**src/rtl/cmp_share_pkg.sv**
```systemverilog
// Shared constants for the cmp_share_arbiter block: FSM encoding, default operand width
// and requester ids.
package cmp_share_pkg;

    typedef enum logic [1:0] {
        ST_IDLE = 2'd0,
        ST_CMP  = 2'd1,
        ST_RESP = 2'd2
    } state_e;

    localparam int unsigned DEF_WIDTH = 4;

    localparam logic ID_REQ0 = 1'b0;
    localparam logic ID_REQ1 = 1'b1;

endpackage

```
**src/rtl/cmp_share_arbiter_if.sv**
```systemverilog
// Requester, response and status signals of cmp_share_arbiter.
// CMP_SHARE_STATS_EN adds the gcnt0/gcnt1 grant counters.
interface cmp_share_arbiter_if #(
    parameter int unsigned WIDTH = cmp_share_pkg::DEF_WIDTH,
    parameter int unsigned SAT_W = 8
);
    logic             req0;
    logic [0:WIDTH-1] a0;
    logic [0:WIDTH-1] b0;
    logic             sgn0;
    logic             req1;
    logic [0:WIDTH-1] a1;
    logic [0:WIDTH-1] b1;
    logic             sgn1;
    logic             gnt0;
    logic             gnt1;
    logic             rsp_valid;
    logic             rsp_ready;
    logic             rsp_id;
    logic             rsp_g;
    logic             rsp_l;
    logic             rsp_e;
    logic             busy;

`ifdef CMP_SHARE_STATS_EN
    logic [SAT_W-1:0] gcnt0;
    logic [SAT_W-1:0] gcnt1;

    modport master (
        output req0, a0, b0, sgn0, req1, a1, b1, sgn1, rsp_ready,
        input  gnt0, gnt1, rsp_valid, rsp_id, rsp_g, rsp_l, rsp_e, busy, gcnt0, gcnt1
    );

    modport slave (
        input  req0, a0, b0, sgn0, req1, a1, b1, sgn1, rsp_ready,
        output gnt0, gnt1, rsp_valid, rsp_id, rsp_g, rsp_l, rsp_e, busy, gcnt0, gcnt1
    );
`else
    modport master (
        output req0, a0, b0, sgn0, req1, a1, b1, sgn1, rsp_ready,
        input  gnt0, gnt1, rsp_valid, rsp_id, rsp_g, rsp_l, rsp_e, busy
    );

    modport slave (
        input  req0, a0, b0, sgn0, req1, a1, b1, sgn1, rsp_ready,
        output gnt0, gnt1, rsp_valid, rsp_id, rsp_g, rsp_l, rsp_e, busy
    );
`endif

endinterface

```
**src/rtl/cmp_core.sv**
```systemverilog
// Combinational magnitude comparator; bit 0 is the MSB and, when sgn = 1, the sign bit.
module cmp_core #(
    parameter int unsigned WIDTH = cmp_share_pkg::DEF_WIDTH
) (
    input  logic [0:WIDTH-1] a,
    input  logic [0:WIDTH-1] b,
    input  logic             sgn,
    output logic             g,
    output logic             l,
    output logic             e
);

    logic lt;

    always_comb begin
        e = (a == b);
        // Differing sign bits: the negative operand is the smaller one.
        if (sgn && (a[0] != b[0])) begin
            lt = a[0];
        end else begin
            lt = (a < b);
        end
        l = lt;
        g = !lt && !e;
    end

endmodule

```
**src/rtl/cmp_share_arbiter.sv**
```systemverilog
// Round-robin share of one cmp_core between two requesters, one operation in flight.
// CMP_SHARE_STATS_EN adds saturating per-requester grant counters.
module cmp_share_arbiter
    import cmp_share_pkg::*;
#(
    parameter int unsigned WIDTH = DEF_WIDTH,
    parameter int unsigned SAT_W = 8
) (
    input logic                clk,
    input logic                rst,
    cmp_share_arbiter_if.slave bus
);

    state_e state_q, state_d;

    logic [0:WIDTH-1] a_q, a_d;
    logic [0:WIDTH-1] b_q, b_d;
    logic             sgn_q, sgn_d;
    logic             id_q, id_d;
    logic             last_q, last_d;
    logic             gnt0_q, gnt0_d;
    logic             gnt1_q, gnt1_d;
    logic             rsp_valid_q, rsp_valid_d;
    logic             rsp_id_q, rsp_id_d;
    logic             rsp_g_q, rsp_g_d;
    logic             rsp_l_q, rsp_l_d;
    logic             rsp_e_q, rsp_e_d;

    logic winner;
    logic core_g, core_l, core_e;

    cmp_core #(
        .WIDTH(WIDTH)
    ) u_cmp_core (
        .a  (a_q),
        .b  (b_q),
        .sgn(sgn_q),
        .g  (core_g),
        .l  (core_l),
        .e  (core_e)
    );

    // A tie goes to whoever did not win last time.
    always_comb begin
        if (bus.req0 && bus.req1) begin
            winner = (last_q == ID_REQ0) ? ID_REQ1 : ID_REQ0;
        end else if (bus.req1) begin
            winner = ID_REQ1;
        end else begin
            winner = ID_REQ0;
        end
    end

    always_comb begin
        state_d     = state_q;
        a_d         = a_q;
        b_d         = b_q;
        sgn_d       = sgn_q;
        id_d        = id_q;
        last_d      = last_q;
        gnt0_d      = 1'b0;
        gnt1_d      = 1'b0;
        rsp_valid_d = rsp_valid_q;
        rsp_id_d    = rsp_id_q;
        rsp_g_d     = rsp_g_q;
        rsp_l_d     = rsp_l_q;
        rsp_e_d     = rsp_e_q;

        unique case (state_q)
            ST_IDLE: begin
                if (bus.req0 || bus.req1) begin
                    a_d     = (winner == ID_REQ1) ? bus.a1 : bus.a0;
                    b_d     = (winner == ID_REQ1) ? bus.b1 : bus.b0;
                    sgn_d   = (winner == ID_REQ1) ? bus.sgn1 : bus.sgn0;
                    id_d    = winner;
                    last_d  = winner;
                    gnt0_d  = (winner == ID_REQ0);
                    gnt1_d  = (winner == ID_REQ1);
                    state_d = ST_CMP;
                end
            end
            ST_CMP: begin
                rsp_g_d     = core_g;
                rsp_l_d     = core_l;
                rsp_e_d     = core_e;
                rsp_id_d    = id_q;
                rsp_valid_d = 1'b1;
                state_d     = ST_RESP;
            end
            ST_RESP: begin
                if (bus.rsp_ready) begin
                    rsp_valid_d = 1'b0;
                    state_d     = ST_IDLE;
                end
            end
            default: begin
                rsp_valid_d = 1'b0;
                state_d     = ST_IDLE;
            end
        endcase
    end

    always_ff @(posedge clk or posedge rst) begin
        if (rst) begin
            state_q     <= ST_IDLE;
            a_q         <= '0;
            b_q         <= '0;
            sgn_q       <= 1'b0;
            id_q        <= ID_REQ0;
            last_q      <= ID_REQ1;
            gnt0_q      <= 1'b0;
            gnt1_q      <= 1'b0;
            rsp_valid_q <= 1'b0;
            rsp_id_q    <= 1'b0;
            rsp_g_q     <= 1'b0;
            rsp_l_q     <= 1'b0;
            rsp_e_q     <= 1'b0;
        end else begin
            state_q     <= state_d;
            a_q         <= a_d;
            b_q         <= b_d;
            sgn_q       <= sgn_d;
            id_q        <= id_d;
            last_q      <= last_d;
            gnt0_q      <= gnt0_d;
            gnt1_q      <= gnt1_d;
            rsp_valid_q <= rsp_valid_d;
            rsp_id_q    <= rsp_id_d;
            rsp_g_q     <= rsp_g_d;
            rsp_l_q     <= rsp_l_d;
            rsp_e_q     <= rsp_e_d;
        end
    end

    assign bus.gnt0      = gnt0_q;
    assign bus.gnt1      = gnt1_q;
    assign bus.rsp_valid = rsp_valid_q;
    assign bus.rsp_id    = rsp_id_q;
    assign bus.rsp_g     = rsp_g_q;
    assign bus.rsp_l     = rsp_l_q;
    assign bus.rsp_e     = rsp_e_q;
    assign bus.busy      = (state_q != ST_IDLE);

`ifdef CMP_SHARE_STATS_EN
    logic [SAT_W-1:0] gcnt0_q, gcnt0_d;
    logic [SAT_W-1:0] gcnt1_q, gcnt1_d;

    always_comb begin
        gcnt0_d = gcnt0_q;
        gcnt1_d = gcnt1_q;
        if (gnt0_q && (gcnt0_q != {SAT_W{1'b1}})) begin
            gcnt0_d = gcnt0_q + SAT_W'(1);
        end
        if (gnt1_q && (gcnt1_q != {SAT_W{1'b1}})) begin
            gcnt1_d = gcnt1_q + SAT_W'(1);
        end
    end

    always_ff @(posedge clk or posedge rst) begin
        if (rst) begin
            gcnt0_q <= '0;
            gcnt1_q <= '0;
        end else begin
            gcnt0_q <= gcnt0_d;
            gcnt1_q <= gcnt1_d;
        end
    end

    assign bus.gcnt0 = gcnt0_q;
    assign bus.gcnt1 = gcnt1_q;
`else
    logic [SAT_W-1:0] unused_sat_w;
    assign unused_sat_w = '0;
`endif

endmodule

```
**src/flat_wrapper.sv**
```systemverilog
// flat-port wrapper written by rule: the top's interface ports become plain ports
module cmp_share_arbiter_flat import cmp_share_pkg::*;
#(
    parameter int unsigned WIDTH = DEF_WIDTH,
    parameter int unsigned SAT_W = 8
)
  (clk, rst, bus_req0, bus_a0, bus_b0, bus_sgn0, bus_req1, bus_a1, bus_b1, bus_sgn1, bus_rsp_ready, bus_gnt0, bus_gnt1, bus_rsp_valid, bus_rsp_id, bus_rsp_g, bus_rsp_l, bus_rsp_e, bus_busy);
  cmp_share_arbiter_if #(.WIDTH(WIDTH), .SAT_W(SAT_W)) bus_i ();
  input logic clk;
  input logic rst;
  input wire logic [$bits(bus_i.req0)-1:0] bus_req0;
  input wire logic [$bits(bus_i.a0)-1:0] bus_a0;
  input wire logic [$bits(bus_i.b0)-1:0] bus_b0;
  input wire logic [$bits(bus_i.sgn0)-1:0] bus_sgn0;
  input wire logic [$bits(bus_i.req1)-1:0] bus_req1;
  input wire logic [$bits(bus_i.a1)-1:0] bus_a1;
  input wire logic [$bits(bus_i.b1)-1:0] bus_b1;
  input wire logic [$bits(bus_i.sgn1)-1:0] bus_sgn1;
  input wire logic [$bits(bus_i.rsp_ready)-1:0] bus_rsp_ready;
  output wire logic [$bits(bus_i.gnt0)-1:0] bus_gnt0;
  output wire logic [$bits(bus_i.gnt1)-1:0] bus_gnt1;
  output wire logic [$bits(bus_i.rsp_valid)-1:0] bus_rsp_valid;
  output wire logic [$bits(bus_i.rsp_id)-1:0] bus_rsp_id;
  output wire logic [$bits(bus_i.rsp_g)-1:0] bus_rsp_g;
  output wire logic [$bits(bus_i.rsp_l)-1:0] bus_rsp_l;
  output wire logic [$bits(bus_i.rsp_e)-1:0] bus_rsp_e;
  output wire logic [$bits(bus_i.busy)-1:0] bus_busy;
  assign bus_i.req0 = bus_req0;
  assign bus_i.a0 = bus_a0;
  assign bus_i.b0 = bus_b0;
  assign bus_i.sgn0 = bus_sgn0;
  assign bus_i.req1 = bus_req1;
  assign bus_i.a1 = bus_a1;
  assign bus_i.b1 = bus_b1;
  assign bus_i.sgn1 = bus_sgn1;
  assign bus_i.rsp_ready = bus_rsp_ready;
  assign bus_gnt0 = bus_i.gnt0;
  assign bus_gnt1 = bus_i.gnt1;
  assign bus_rsp_valid = bus_i.rsp_valid;
  assign bus_rsp_id = bus_i.rsp_id;
  assign bus_rsp_g = bus_i.rsp_g;
  assign bus_rsp_l = bus_i.rsp_l;
  assign bus_rsp_e = bus_i.rsp_e;
  assign bus_busy = bus_i.busy;
  cmp_share_arbiter #(.WIDTH(WIDTH), .SAT_W(SAT_W)) u_core (.clk(clk), .rst(rst), .bus(bus_i));
endmodule
```
**config.mk**
```make
export PLATFORM = sky130hd
export DESIGN_NAME = cmp_share_arbiter_flat
export DESIGN_NICKNAME = d
export VERILOG_FILES = /design/src/rtl/cmp_share_pkg.sv /design/src/rtl/cmp_share_arbiter_if.sv /design/src/rtl/cmp_core.sv /design/src/rtl/cmp_share_arbiter.sv /design/src/flat_wrapper.sv
export SDC_FILE = /design/constraint.sdc
export NUM_CORES = 1
export LEC_CHECK = 0
export ABC_AREA = 1
export CORE_MARGIN = 4
export CORE_UTILIZATION = 52
export CTS_BUF_LIST = sky130_fd_sc_hd__clkbuf_8
export DETAILED_ROUTE_END_ITERATION = 16
export GPL_TIMING_DRIVEN = 0
export PLACE_DENSITY = 0.87
export SETUP_SLACK_MARGIN = 0.2
export SLEW_MARGIN = 15
export SYNTH_ARGS = -nofsm -noshare
export SYNTH_HDL_FRONTEND = slang
export SYNTH_SLANG_ARGS = --single-unit
```
**constraint.sdc**
```tcl
create_clock -name clk -period 1.75 [get_ports clk]
set_input_delay 0.525 -clock clk [delete_from_list [all_inputs] [get_ports clk]]
set_output_delay 0.525 -clock clk [all_outputs]
set_load 0.05 [all_outputs]
```
# After elaboration in Yosys (flattened, before gate mapping)
# Cells that the tools add are included.
# W data, S select, Z words.
# word_totals
reg_bits	20
inputBits	23
out_inout_bits	8
wordCells	49
# op_classes
order_cmp	1
n_eq_ne	6
muxes	16
bitwise	2
n_reduce_logical	11
# op_table
cell	n
$mux W1	10
$mux W4	2
$pmux W2 S3	1
$reduce_and A2 Y1	3
$eq A4 B4 Y1	1
$lt A4 B4 Y1	1
$mux W2	2
$logic_and A1 B1 Y1	3
$pmux W1 S3	1
$eq A2 B1 Y1 const B	1
$eq A2 B2 Y1 const B	1
$logic_not A1 Y1	2
$logic_not A2 Y1	1
$ne A2 B1 Y1 const B	1
$ne A2 B2 Y1 const B	1
$not A1 Y1	2
$reduce_bool A2 Y1	1
$logic_or A1 B1 Y1	1
$ne A1 B1 Y1	1

# Logic depth before layout (Yosys ltp)
# logic_depth
word_depth	5
ltp_mapped	10
mapped_depth_nobuf	10

# Hierarchy
# From an unflattened synthesis, not the netlist that was laid out.
# hier_totals
hier_cells	138
area_unflattened_um2	1094.8
# by_module_without_submodules
mod	n_inst	cells_per_inst	area_per_inst_um2	seq_area_each_um2
cmp_share_arbiter	1	111	953.4	501.7
cmp_core	1	27	141.4	0.0

# Worst setup path after synthesis
# Ideal clock, no wire load.
# synth_timing
kind	reg2out
from	reg u_core.state_q[0]
to	out bus_busy
arrival_ps	726
t_required_ps	1225
slack_ps	499
stages_incl_launch_ff	3
path_buffers	0
cell_sequence	dfrtp_1 > nor2_4 > inv_2
# synth_between
elab_chain_len	1
# synth_lines
element	line	text
start, declared	cmp_share_arbiter.sv:14	state_e state_q, state_d;
start signal, assigned	cmp_share_arbiter.sv:119	state_q <= state_d;
$reduce_bool A2 Y1	cmp_share_arbiter.sv:142	assign bus.busy = (state_q != ST_IDLE);
end, declared	flat_wrapper.sv:27	output wire logic [$bits(bus_i.busy)-1:0] bus_busy;
# No other way between the ends.

# Final worst setup path
# layout_timing
from	reg u_core.state_q[1]
to	out bus_busy
# The elaborated chain is that of the path after synthesis.

==> results.toml <==
[yosys]
yosys.area.top_type_share_pct = 45.1
synth_area_leaders = "dfrtp_1 45%, nand2_1 13%, nand3_2 8.5%"
synth.distinct_cells = 19
synth-seq-cells = 20
synthesis.area_mm2 = 0.00105
ys.warnings.count = 0
yosys.area.top_type = "dfrtp_1"
postSynthAreaPerCell_um2 = 9.02
synthCells = 117
synth_nets = 144
ys_seq_area_share_pct = 47.6

[clocking]
cts_max_level = 1
cts_buffers = 3
clockBufferDepth = 2
clk_pin_slew_ns = 0.08
cts_root_buffer = "clkbuf_8"
insertion_delay_ns = 0.26
numClockSinks = 20
cts_tree = "yes"

[worst_setup_path]
startpoint = "u_core.state_q[1]"
crit_type = "flip-flop to primary output"
cp.required_ns = 1.22
crit_end = "bus_busy"
worstPathArrival_ns = 1.01
start_kind = "flip-flop"
r2r_cells = 6
rrSetupSlack_ns = 0.48
rr_endpoint = "u_core.bus.rsp_g"
timing.rr.start = "u_core.a_q[0]"
cp_max_fo = 2
end_kind = "primary output"

[sta]
tns_ns = 0
finalCritPeriodShare_pct = 87.9
relSlewSlack_pct = 52.2
fin_crit_ns = 1.54
slew_violations = 0
hold_slack_ns = 0.486
setup_viol = 0
finClkSkew_ns = 0.00618
rsz0062_at_grt = "true"
clock.fmax_ghz = 0.650
hold_viol = 0
tightest_slew_ns = 0.717

[routing]
via_per_inst = 4.74
drt_pass1_iterations = 4
ant_nets = 0
routedWlPerCell_um = 11.1
wl_mm = 2.01
drtIter0Drc = 7
drc_errors = 0
vias = 858

[placed_design]
gp_congestion = 0.711
portBuffers = 30
place_area_mm2 = 0.00139
dp_hpwl_mm = 1.56

[floorplanning]
io_pins = 31
fp.dieArea_mm2 = 0.00281
die_w_um = 53.0
core_area_mm2 = 0.00194
die_h_um = 53.0
initial_core_util_pct = 54.3
num_rows = 16

[pwr]
power.density_mw_per_mm2 = 1920
ir_drop_mv = 1.18
p_leak_nw = 0.761

[finish]
drive_gt1_share_pct = 31.2
fin_area_mm2 = 0.00148
fill_cells = 150
final_cell_mix = "36 x nand2_1, 22 x clkdlybuf4s50_1, 17 x dfrtp_1"
regArea_um2 = 504
area_delta_synth_final_pct = 40.7
finalNetCount = 182
diodes = 0
multiInputGateArea_um2 = 473
layout_commonest_cell = "nand2_1"

[grt]
grt_usage_pct = 17.0
grt_max_degree = 21
first_global_vias = 838
antenna_found_initial = 0
grt_first_pass_wirelength_mm = 3.34
overflow = 0

[flow_run]
drv_cap = 0

[outcome]
status = "completed"

[hold_path]
min_path_cells = 2
hold_path.class = "flip-flop to flip-flop"
cells in the mapped netlist:
| library cell | number |
|---|---|
| a21boi_4 | 1 |
| a21oi_1 | 2 |
| buf_6 | 1 |
| clkinv_1 | 1 |
| clkinv_4 | 1 |
| dfrtp_1 | 19 |
| dfstp_2 | 1 |
| ha_1 | 4 |
| inv_1 | 12 |
| inv_2 | 3 |
| nand2_1 | 36 |
| nand2_2 | 11 |
| nand2_4 | 1 |
| nand3_2 | 9 |
| nor2_1 | 9 |
| nor2_4 | 1 |
| nor2_8 | 1 |
| o21ai_1 | 3 |
| o21ai_2 | 1 |
where the power goes:
group / switching [W] / internal (W) / total, W
clock: 0.000158 / 0.000306 / 0.000464
combinational: 0.000969 / 0.000581 / 0.00155
sequential: 0.000134 / 0.000702 / 0.000837
how the worst min path moves through the flow:
stage                    startpoint              endpoint  slack [ns]
2_1_floorplan         u_core.last_q         u_core.last_q        0.46
3_3_place_gp       u_core.bus.rsp_l      u_core.bus.rsp_l        0.46
3_5_place_dp   u_core.bus.rsp_valid  u_core.bus.rsp_valid        0.47
4_1_cts               u_core.last_q         u_core.last_q        0.49
5_1_grt               u_core.last_q         u_core.last_q        0.50
6_report              u_core.last_q         u_core.last_q        0.49
cell families after synthesis:
| logic type | Yosys count | share of synthesized area [%] |
|---|---|---|
| buffers and inverters | 18 | 7.59 |
| AO/OA/AOI/OAI | 7 | 4.98 |
| flip-flops | 20 | 47.6 |
| adder cells (fa/ha/maj) | 4 | 4.75 |
| AND/OR/NAND/NOR | 68 | 35.1 |
sequential cells by signal (all words and copies together) (netlist names):
register / cells
u_core.a_q: 4
u_core.bus.rsp_l: 1
u_core.sgn_q: 1
u_core.bus.rsp_valid: 1
u_core.last_q: 1
u_core.bus.gnt1: 1
u_core.bus.rsp_id: 1
u_core.bus.rsp_e: 1
u_core.id_q: 1
u_core.bus.rsp_g: 1
u_core.bus.gnt0: 1
u_core.state_q: 2
u_core.b_q: 4
routing by layer:
metal,vias up,global-route usage [%],part of all wire [%]
met5,-,0,0
met4,0,8.51,1.5
met3,4,3.66,7.0
met2,34,32.9,55
met1,388,16.7,36
li1,432,-,-
stage by stage:
| step | utilization, % | std cells | total power (W) | worst slack (ns) |
|---|---|---|---|---|
| 2_1_floorplan | - | 117 | 0.00195 | 0.499 |
| 3_3_place_gp | 71.5 | 174 | 0.00229 | -0.127 |
| 3_5_place_dp | 71.5 | 174 | 0.00236 | -0.159 |
| 4_1_cts | 75.8 | 179 | 0.00283 | 0.127 |
| 5_1_grt | 76.4 | 181 | 0.00307 | 0.166 |
| 6_report | 76.4 | 181 | 0.00285 | 0.211 |
area by class of cell:
type,count,area share (%)
timing repair buffer,33,21.5
clock buffer,3,2.78
inverter,17,4.81
tap,27,2.28
multi-input combinational,79,31.9
clock inverter,1,2.02
sequential,20,34.0
buffer,1,0.759
timing repair:
item	in CTS	in global routing
setup endpoints to repair	8	5
hold buffers	0	0
pin swaps	1	0
resized for setup	26	11
buffers inserted	1	2
worst max-delay path, cell delays in order, from the launching register on:
cell     delay [ns]
dfrtp_2        0.43
nor2_4         0.12
inv_2          0.05
buf_6          0.15
No activity file was read; power rests on OpenSTA's default activity.
